## src/rtl/encoder_8to3_serializer.sv

```systemverilog
`timescale 1ns/1ps
// Accepts a multi-hot request vector and emits the index of each set bit, one per
// output handshake, in priority order. First index one cycle after accept; holds under out_ready=0.
module encoder_8to3_serializer #(
  parameter int IN_W         = 8,
  parameter int IDX_W        = 3,
  parameter bit PRIORITY_LSB = 1'b1
) (
  input  logic             clk,
  input  logic             rst_n,
  input  logic             in_valid,
  output logic             in_ready,
  input  logic [IN_W-1:0]  in_e,
  output logic             out_valid,
  input  logic             out_ready,
  output logic [IDX_W-1:0] Y_encoder,
  output logic             out_last,
  output logic             err_zero,
  output logic             busy
);

  if ((IDX_W != $clog2(IN_W)) || (IN_W < 2) || ((IN_W & (IN_W - 1)) != 0)) begin : g_bad_params
    $error("IN_W must be a power of 2 (>= 2) and IDX_W must equal clog2(IN_W)");
  end

  typedef enum logic {
    IDLE  = 1'b0,
    SERVE = 1'b1
  } state_e;

  state_e            state_q;
  logic [IN_W-1:0]   pending_q;
  logic [IN_W-1:0]   pending_d;
  logic [IN_W-1:0]   emit_mask;
  logic [IDX_W-1:0]  idx;
  logic              err_q;

  // Priority scan: the last match in loop order wins.
  always_comb begin
    idx = '0;
    if (PRIORITY_LSB) begin
      for (int i = IN_W - 1; i >= 0; i--) begin
        if (pending_q[i]) idx = IDX_W'(i);
      end
    end else begin
      for (int i = 0; i < IN_W; i++) begin
        if (pending_q[i]) idx = IDX_W'(i);
      end
    end
  end

  assign emit_mask = {{(IN_W-1){1'b0}}, 1'b1} << idx;
  assign pending_d = pending_q & ~emit_mask;

  always_ff @(posedge clk or negedge rst_n) begin
    if (!rst_n) begin
      state_q   <= IDLE;
      pending_q <= '0;
      err_q     <= 1'b0;
    end else begin
      err_q <= 1'b0;
      case (state_q)
        IDLE: begin
          if (in_valid) begin
            if (in_e != '0) begin
              pending_q <= in_e;
              state_q   <= SERVE;
            end else begin
              err_q <= 1'b1;
            end
          end
        end
        SERVE: begin
          if (out_ready) begin
            pending_q <= pending_d;
            if (pending_d == '0) state_q <= IDLE;
          end
        end
        default: state_q <= IDLE;
      endcase
    end
  end

  // All outputs derive from registered state only, so reset drops them at once.
  assign in_ready  = (state_q == IDLE);
  assign out_valid = (state_q == SERVE);
  assign busy      = (state_q == SERVE);
  assign Y_encoder = idx;
  assign out_last  = (state_q == SERVE) && (pending_d == '0);
  assign err_zero  = err_q;

endmodule
```

## config.mk

```make
export PLATFORM = sky130hd
export DESIGN_NAME = encoder_8to3_serializer
export DESIGN_NICKNAME = d
export VERILOG_FILES = /design/src/rtl/encoder_8to3_serializer.sv
export SDC_FILE = /design/constraint.sdc
export NUM_CORES = 1
export LEC_CHECK = 0
export BUFFER_PORTS_ARGS = -buffer_cell sky130_fd_sc_hd__buf_2
export CAP_MARGIN = 10
export CORE_MARGIN = 2
export CORE_UTILIZATION = 44
export DETAILED_ROUTE_END_ITERATION = 8
export PLACE_DENSITY = 0.72
export SLEW_MARGIN = 20
export SYNTH_ARGS = -nofsm -noshare
export SYNTH_HDL_FRONTEND = slang
export SYNTH_SLANG_ARGS = --single-unit
```

## constraint.sdc

```tcl
create_clock -name clk -period 1.9 [get_ports clk]
set_clock_uncertainty 0.15 [all_clocks]
set_input_delay 0.38 -clock clk [delete_from_list [all_inputs] [get_ports clk]]
set_output_delay 0.38 -clock clk [all_outputs]
set_load 0.02 [all_outputs]
```

==> run_results.csv, run 1 <==
group,metric,value,unit
routing,ant_nets,0,
routing,via_per_inst,6.24,
status,violations,"setup timing",
timing,fin_ws,-0.499,ns
floorplan,ios,20,
worst_setup_path,worst_ep_arrival_time,1.87,ns
timing,finalHoldViolCount,0,
routing,vias,818,
timing,fmax,0.417,GHz
worst_setup_path,worstSetupEndpointType,"primary output",
synthesis,synth.distinct_cells,36,
timing,finalSetupViolCount,5,
floorplan,dieHeight,43.8,µm
worst_setup_path,crit_path_top_delay_cell,"or4_4",
floorplan,die_area,1920,µm²
worst_setup_path,crit_type,"reg2out",
finish,fin_cells,131,
flow_run,drv_cap,0,
global_route,grt_start_max_net_pins,13,
routing,wirelength,2290,µm
synthesis,syn_nets,87,
finish,num_antenna_cells,0,
clocking,clock_latency,0.28,ns
synthesis,ys.warnings.count,0,
clocking,numCtsBuffers,3,
placed_design,dp_hpwl,1410,µm
routing,drc,0,
placed_design,gp_congestion,0.805,
routing,drt-initial-drc-count,36,
clocking,clockBufferDepth,2,
global_route,grtUsageTotal,24.4,%
synthesis,syn-cell-area,698,µm²
synthesis,synth_enable_flop_cells,0,
synthesis,synthFlopType,"dfrtp_1",
finish,final_net_count,128,
finish,final_util,73.6,%
timing,layout_min_cycle_time,2.40,ns
global_route,antenna_found_initial,0,
timing,final.setup.tns,-1.10,ns
worst_setup_path,critPathMaxFanout,2,
synthesis,ys_ff_latch,10,
timing,worst_pin_slew,0.431,ns
synthesis,yosysSeqAreaShare,35.8,%
pwr,power-per-cell-area,2060,nW/µm²
pwr,power.total,2.26,mW
synthesis,netlist_instances,75,
worst_setup_path,max_stage_delay,0.58,ns
finish,drive_gt1_share,53.0,%
synthesis,postSynthAreaPerCell,9.31,µm²
floorplan,die_w,43.8,µm
timing,fin_crit_sh,126,%
clocking,cts_max_level,1,
routing,drt_pass1_iterations,4,
floorplan,core_area,1490,µm²
floorplan,num_rows,14,
timing,slew_headroom,71.0,%
floorplan,initial_utilization,46.9,%
synthesis,async_flop_share,100,%
clocking,path_clk_slew,0.07,ns
placed_design,io_buffer_count,19,
pwr,p_leak,0.523,nW
worst_setup_path,critPathLaunchType,"flop",
global_route,grt_pass1_vias,742,
global_route,grt_pass1_wl,3380,µm
clocking,cts.sinks,10,
timing,rsz0062_at_grt,"true",
pwr,irDropWorstVdd,1130,µV
status,status,"finished, violations left",
placed_design,dp.cells,117,
finish,syn2layout_area_growth,57.0,%
timing,slew_viol_final,0,
routing,wl_per_cell,17.4,µm
global_route,overflow,0,
min_path,min_path_type,"in2reg",
worst_setup_path,worstPathCellList,"or4_4 > a2111oi_4 > nor3_2 > nor2_2 > buf_6",
clocking,clock-root-buffer,"clkbuf_4",
clocking,tritoncts,"built",
worst_setup_path,cp.required,1.37,ns
[final cells by class]
cell class / instances / area (µm²)
Inverter: 3 / 11.3
Multi-Input combinational cell: 57 / 467
Tap cell: 16 / 20.0
Timing Repair Buffer: 41 / 310
Fill cell: 104 / 393
Clock buffer: 4 / 36.3
Sequential cell: 10 / 251
[routing by layer]
metal / routed length, µm / track usage (%) / up-vias
met2: 1090 / 37.4 / 47
met5: 0 / 0 / -
li1: - / - / 363
met1: 957 / 32.3 / 396
met4: 66 / 10.9 / 0
met3: 176 / 6.25 / 12
[repair_timing]
action / 4_1_cts / 5_1_grt
buffers inserted: 4 / 7
resized for setup: 10 / 14
endpoints found under the hold margin: 10 / 0
setup endpoints to repair: 4 / 5
cloned: 0 / 0
hold buffers: 1 / 0
pin swaps: 2 / 5
[where the power goes]
| part | switching, mW | internal [mW] | total (mW) |
|---|---|---|---|
| Combinational | 0.794 | 0.852 | 1.65 |
| Clock | 0.0785 | 0.117 | 0.195 |
| Sequential | 0.118 | 0.299 | 0.417 |
| Total | 0.990 | 1.27 | 2.26 |
[cells in the mapped netlist (2+ instances only)]
cell type	instances	area, µm²
o22ai_1	2	12.5
a31o_2	2	17.5
dfrtp_1	10	250
a211o_1	3	26.3
inv_1	3	11.3
and2_1	4	25.0
o21ai_0	4	20.0
clkbuf_1	2	7.51
a22o_1	3	26.3
and3_1	2	12.5
buf_4	2	15.0
nor2_1	7	26.3
a21oi_1	3	15.0
nand2_1	5	18.8
nor4_1	2	12.5
[path summary, 6_finish.rpt]
path | slack (ns) | cells after the start | end | startpoint
min | 0.20 | 2 | pending_q[3] | in_e[3]
max | -0.50 | 5 | out_last | pending_q[3]
max reg2reg | -0.04 | 8 | pending_q[6] | pending_q[2]
min in group asynchronous | 0.33 | 2 | busy | rst_n
min reg2reg | 0.52 | 2 | pending_q[1] | pending_q[1]
max in group asynchronous | 1.06 | 2 | pending_q[4] | rst_n
[logic make-up after synthesis]
family	synth area share (%)
and+or+nand+nor	25.3
buffers and inverters	6.45
adders and majority gates	1.43
AOI/OAI and AO/OA	31.0
DFF	35.8
[sequential cells by signal (all words and copies together) (netlist names)]
signal     count
pending_q      8
busy           1
err_zero       1
[cells in the final DEF (no fill, tap or decap), types with 2 or more instances in the layout]
master / synthesis / layout
a22o_1: 3 / 3
nor2_1: 7 / 5
a31o_2: 2 / 2
nor4_1: 2 / 2
dfrtp_1: 10 / 9
buf_4: 2 / 16
and3_1: 2 / 2
clkbuf_4: 0 / 3
inv_1: 3 / 3
a211o_1: 3 / 3
a21oi_1: 3 / 2
nor2_2: 0 / 2
or4_4: 1 / 2
buf_6: 1 / 8
o22ai_1: 2 / 2
and2_1: 4 / 3
nand2_1: 5 / 4
buf_2: 0 / 15
o21ai_0: 4 / 4
a2111oi_4: 1 / 2
[per-stage QoR]
stage | setup WS, ns | area, µm² | hold slack [ns]
after global routing | -0.574 | 1100 | 0.191
final | -0.499 | 1100 | 0.204
after detailed placement | -0.205 | 890 | 0.0972
after global placement | -0.180 | 890 | 0.0938
after CTS | -0.491 | 992 | 0.203
after floorplan | -0.258 | 718 | -0.0656
[worst max-delay path: cells and delay by family, from the launching register on]
family / cells / cell delay [ns]
compound gates: 1 / 0.32
simple gates: 3 / 0.77
flops: 1 / 0.38
buf+inv: 1 / 0.12
Note: power is estimated with default switching activity, not from simulation.
==> run 2: changes to the inputs <==
Settings changed: SKIP_CTS_REPAIR_TIMING set to 1.
==> run_results.csv, run 2 (synthesis gave the netlist of run 1 again) <==
group,metric,value,unit
status,status,"finished, violations left",
status,violations,"setup timing",
routing,drt_pass1_iterations,5,
pwr,power-per-cell-area,1960,nW/µm²
finish,final_net_count,124,
timing,fin_crit_sh,126,%
worst_setup_path,reg2reg_from,"pending_q[0]",
worst_setup_path,worstSetupEndpointType,"primary output",
finish,largest_reg_flops,8,
clocking,numCtsBuffers,3,
finish,drive_gt1_share,46.8,%
worst_setup_path,r2r_end,"pending_q[6]",
worst_setup_path,worst_ep_arrival_time,1.86,ns
floorplan,num_rows,14,
min_path,hp-start,"in_e[2]",
timing,layout_min_cycle_time,2.39,ns
clocking,cts.sinks,10,
global_route,grtUsageTotal,22.8,%
placed_design,io_buffer_count,19,
finish,final_util,68.4,%
finish,syn2layout_area_growth,45.9,%
placed_design,dp_hpwl,1410,µm
worst_setup_path,critPathLaunchType,"flop",
finish,num-fill-cells,109,
routing,ant_nets,0,
routing,drc,0,
placed_design,placed_area,890,µm²
clocking,cts_max_level,1,
worst_setup_path,crit_type,"reg2out",
floorplan,core_area,1490,µm²
routing,wl_met2,965,µm
floorplan,die_area,1920,µm²
timing,worst_pin_slew,0.439,ns
placed_design,dp.cells,117,
clocking,path_clk_slew,0.07,ns
pwr,p_leak,0.488,nW
global_route,antenna_found_initial,0,
floorplan,dieHeight,43.8,µm
routing,vias,757,
global_route,grt_start_max_net_pins,13,
routing,met3_length,181,µm
timing,finalSetupViolCount,4,
routing,drt-initial-drc-count,35,
worst_setup_path,rr_worst_depth,7,
worst_setup_path,critPathMaxFanout,2,
finish,num_antenna_cells,0,
routing,highest_layer,"met4",
timing,slew_viol_final,0,
timing,rsz0062_at_grt,"true",
finish,final_cell_mix,"16 x buf_2, 15 x buf_4, 10 x dfrtp_1, 6 x nor2_1",
min_path,min_path_type,"in2reg",
routing,wl_per_cell,16.1,µm
global_route,grt_pass1_vias,679,
finish,fin_cells,127,
finish,largest-register,"pending_q",
global_route,overflow,0,
placed_design,dp_slack,-0.205,ns
timing,slew_headroom,70.5,%
routing,via_per_inst,5.96,
clocking,clockBufferDepth,2,
clocking,tritoncts,"built",
worst_setup_path,rrSetupSlack,0.02,ns
pwr,irDropWorstVdd,1020,µV
clocking,clock-root-buffer,"clkbuf_4",
clocking,clock_latency,0.27,ns
timing,finalHoldViolCount,0,
floorplan,ios,20,
pwr,power.total,2.00,mW
placed_design,gp_congestion,0.805,
global_route,grt_pass1_wl,3130,µm
finish,layout_commonest_cell,"buf_2",
finish,finalInstanceArea,1020,µm²
routing,wirelength,2040,µm
floorplan,die_w,43.8,µm
routing,wl_met1,857,µm
min_path,min_to,"pending_q[2]",
min_path,hold_depth,2,
flow_run,drv_cap,0,
floorplan,initial_utilization,46.9,%
timing,fmax,0.419,GHz
worst_setup_path,cp.required,1.37,ns
timing,fin_ws,-0.486,ns
==> run 2: how the worst max path moves through the flow <==
| stage | from | end | slack [ns] | cells after the start |
|---|---|---|---|---|
| after floorplan | pending_q[3] | out_last | -0.26 | 5 |
| after global placement | pending_q[3] | out_last | -0.18 | 5 |
| after detailed placement | pending_q[3] | out_last | -0.20 | 5 |
| after CTS | pending_q[3] | out_last | -0.51 | 5 |
| after global routing | pending_q[3] | out_last | -0.56 | 5 |
| final | pending_q[3] | out_last | -0.49 | 5 |
==> run 2: layer usage <==
layer	GRT usage, %	up-vias
met5	0	-
met4	8.48	0
met1	30.2	355
met3	6.67	7
met2	35.0	42
li1	-	353
==> run 2: cell type report <==
cell class	instances	area (µm²)	area share, %
clock buffer	4	36.3	3.56
inverter	3	11.3	1.11
multi-input combinational	57	442	43.4
sequential	10	250	24.6
tap	16	20.0	1.97
timing repair buffer	37	259	25.4
==> run 2: stage by stage <==
stage / hold slack, ns / TNS [ns]
floorplan: -0.0656 / -0.258
global placement: 0.0938 / -0.180
detailed placement: 0.0972 / -0.205
CTS: -0.198 / -1.04
global route: 0.203 / -1.32
finish: 0.214 / -0.947
==> run 2: power breakdown <==
part           internal, mW  switching (mW)  total, mW
sequential            0.297           0.106      0.403
clock                 0.116          0.0740      0.190
combinational         0.684           0.718       1.40
==> run 2: worst max-delay path, stage by stage, from the launching register on <==
cell,delay [ns]
dfrtp_1,0.38
or4_4,0.58
a2111oi_4,0.33
nor3_2,0.08
nor2_2,0.10
buf_6,0.12
==> run 3: changes to the inputs <==
Settings changed: CORE_MARGIN 2 to 8.
==> run_results.csv, run 3 (synthesis gave the netlist of run 1 again) <==
group,metric,value,unit
status,status,"finished, violations left",
status,violations,"setup timing",
global_route,antenna_found_initial,0,
finish,fin_cells,124,
pwr,power_switching,891,µW
clocking,cts.sinks,10,
clocking,numCtsBuffers,3,
pwr,p_int,1.10,mW
worst_setup_path,critPathMaxFanout,2,
global_route,grt_start_max_net_pins,13,
global_route,overflow,0,
finish,largest-register,"pending_q",
finish,layout_commonest_cell,"buf_2",
timing,finalSetupViolCount,4,
routing,vias,742,
floorplan,die_area,3120,µm²
global_route,grt_pass1_vias,749,
timing,finalHoldViolCount,0,
finish,num_antenna_cells,0,
timing,fmax,0.422,GHz
pwr,comb_power_share,70.9,%
min_path,min_path_type,"in2reg",
routing,wl_per_cell,16.5,µm
finish,syn2layout_area_growth,43.5,%
worst_setup_path,worst_ep_arrival_time,1.84,ns
clocking,path_clk_slew,0.06,ns
pwr,pwr-share-clk,9.3,%
worst_setup_path,critPathLaunchType,"flop",
floorplan,num_rows,14,
global_route,grt_pass1_wl,3380,µm
timing,fin_ws,-0.469,ns
timing,slew_headroom,71.7,%
placed_design,dp_slack,-0.212,ns
finish,final_net_count,121,
routing,wirelength,2050,µm
routing,ant_nets,0,
routing,drt_pass1_iterations,5,
global_route,grtUsageTotal,13.0,%
clocking,clock-root-buffer,"clkbuf_4",
timing,worst_pin_slew,0.421,ns
clocking,clock_latency,0.26,ns
pwr,irDropWorstVdd,1090,µV
pwr,p_leak,0.476,nW
worst_setup_path,crit_type,"reg2out",
clocking,clockBufferDepth,2,
routing,via_per_inst,5.98,
floorplan,ios,20,
floorplan,initial_utilization,46.9,%
placed_design,io_buffer_count,19,
finish,final_cell_mix,"15 x buf_2, 13 x buf_4, 10 x dfrtp_1, 6 x nor2_1, 5 x nand2_1",
pwr,power-per-cell-area,1990,nW/µm²
finish,largest_reg_flops,8,
worst_setup_path,worstSetupEndpointType,"primary output",
worst_setup_path,cp.required,1.37,ns
routing,drc,0,
placed_design,dp_hpwl,1520,µm
placed_design,dp.cells,117,
timing,slew_viol_final,0,
floorplan,dieHeight,55.8,µm
pwr,p_sw_share,44.7,%
timing,rsz0062_at_grt,"true",
pwr,p_seq_share,19.8,%
clocking,cts_max_level,1,
timing,layout_min_cycle_time,2.37,ns
clocking,tritoncts,"built",
floorplan,core_area,1490,µm²
placed_design,gp_congestion,0.869,
floorplan,die_w,55.8,µm
finish,drive_gt1_share,45.4,%
routing,drt-initial-drc-count,49,
flow_run,drv_cap,0,
timing,fin_crit_sh,125,%
timing,fin_hold_ws,0.211,ns
## run 3: path summary, 6_finish.rpt
kind,cells after the start,slack [ns],startpoint,to
worst max-delay path,5,-0.47,pending_q[3],out_last
worst min-delay path,2,0.21,in_e[2],pending_q[2]
worst max register to register,5,0.07,pending_q[1],pending_q[4]
worst min register to register,1,0.43,pending_q[6],pending_q[6]
max in group asynchronous,2,1.07,rst_n,pending_q[6]
min in group asynchronous,2,0.34,rst_n,pending_q[0]
## run 3: per-layer routing
layer | vias up | wire length [µm] | track usage [%]
li1 | 347 | - | -
met2 | 36 | 1040 | 23.1
met3 | 2 | 169 | 5.48
met1 | 357 | 836 | 14.2
met4 | 0 | 5 | 1.72
met5 | - | 0 | 0
## run 3: cell type report
type	count	area (µm²)
fill	127	487
multi-input combinational	57	442
sequential	10	250
timing repair buffer	34	243
clock buffer	4	36.3
tap	16	20.0
inverter	3	11.3
## run 3: power groups by stage
| stage | Combinational, mW | Clock [mW] | Sequential, mW |
|---|---|---|---|
| after floorplan | 0.758 | 0 | 0.434 |
| after global placement | 1.17 | 0 | 0.385 |
| after detailed placement | 1.19 | 0 | 0.392 |
| after CTS | 1.20 | 0.189 | 0.387 |
| after global routing | 1.53 | 0.199 | 0.409 |
| final | 1.41 | 0.185 | 0.396 |
## run 3: through the flow
stage,setup TNS (ns),instance area (µm²),utilization (%),power (mW)
floorplan,-0.258,718,-,1.19
global placement,-0.183,890,59.7,1.56
detailed placement,-0.212,890,59.7,1.59
CTS,-0.998,926,62.2,1.78
global route,-1.34,1000,67.3,2.14
finish,-0.989,1000,67.3,1.99
## run 3: critical path: stages, from the launching register on
cell       delay (ns)
dfrtp_1          0.38
or4_4            0.58
a2111oi_4        0.32
nor3_2           0.08
nor2_2           0.08
buf_4            0.14
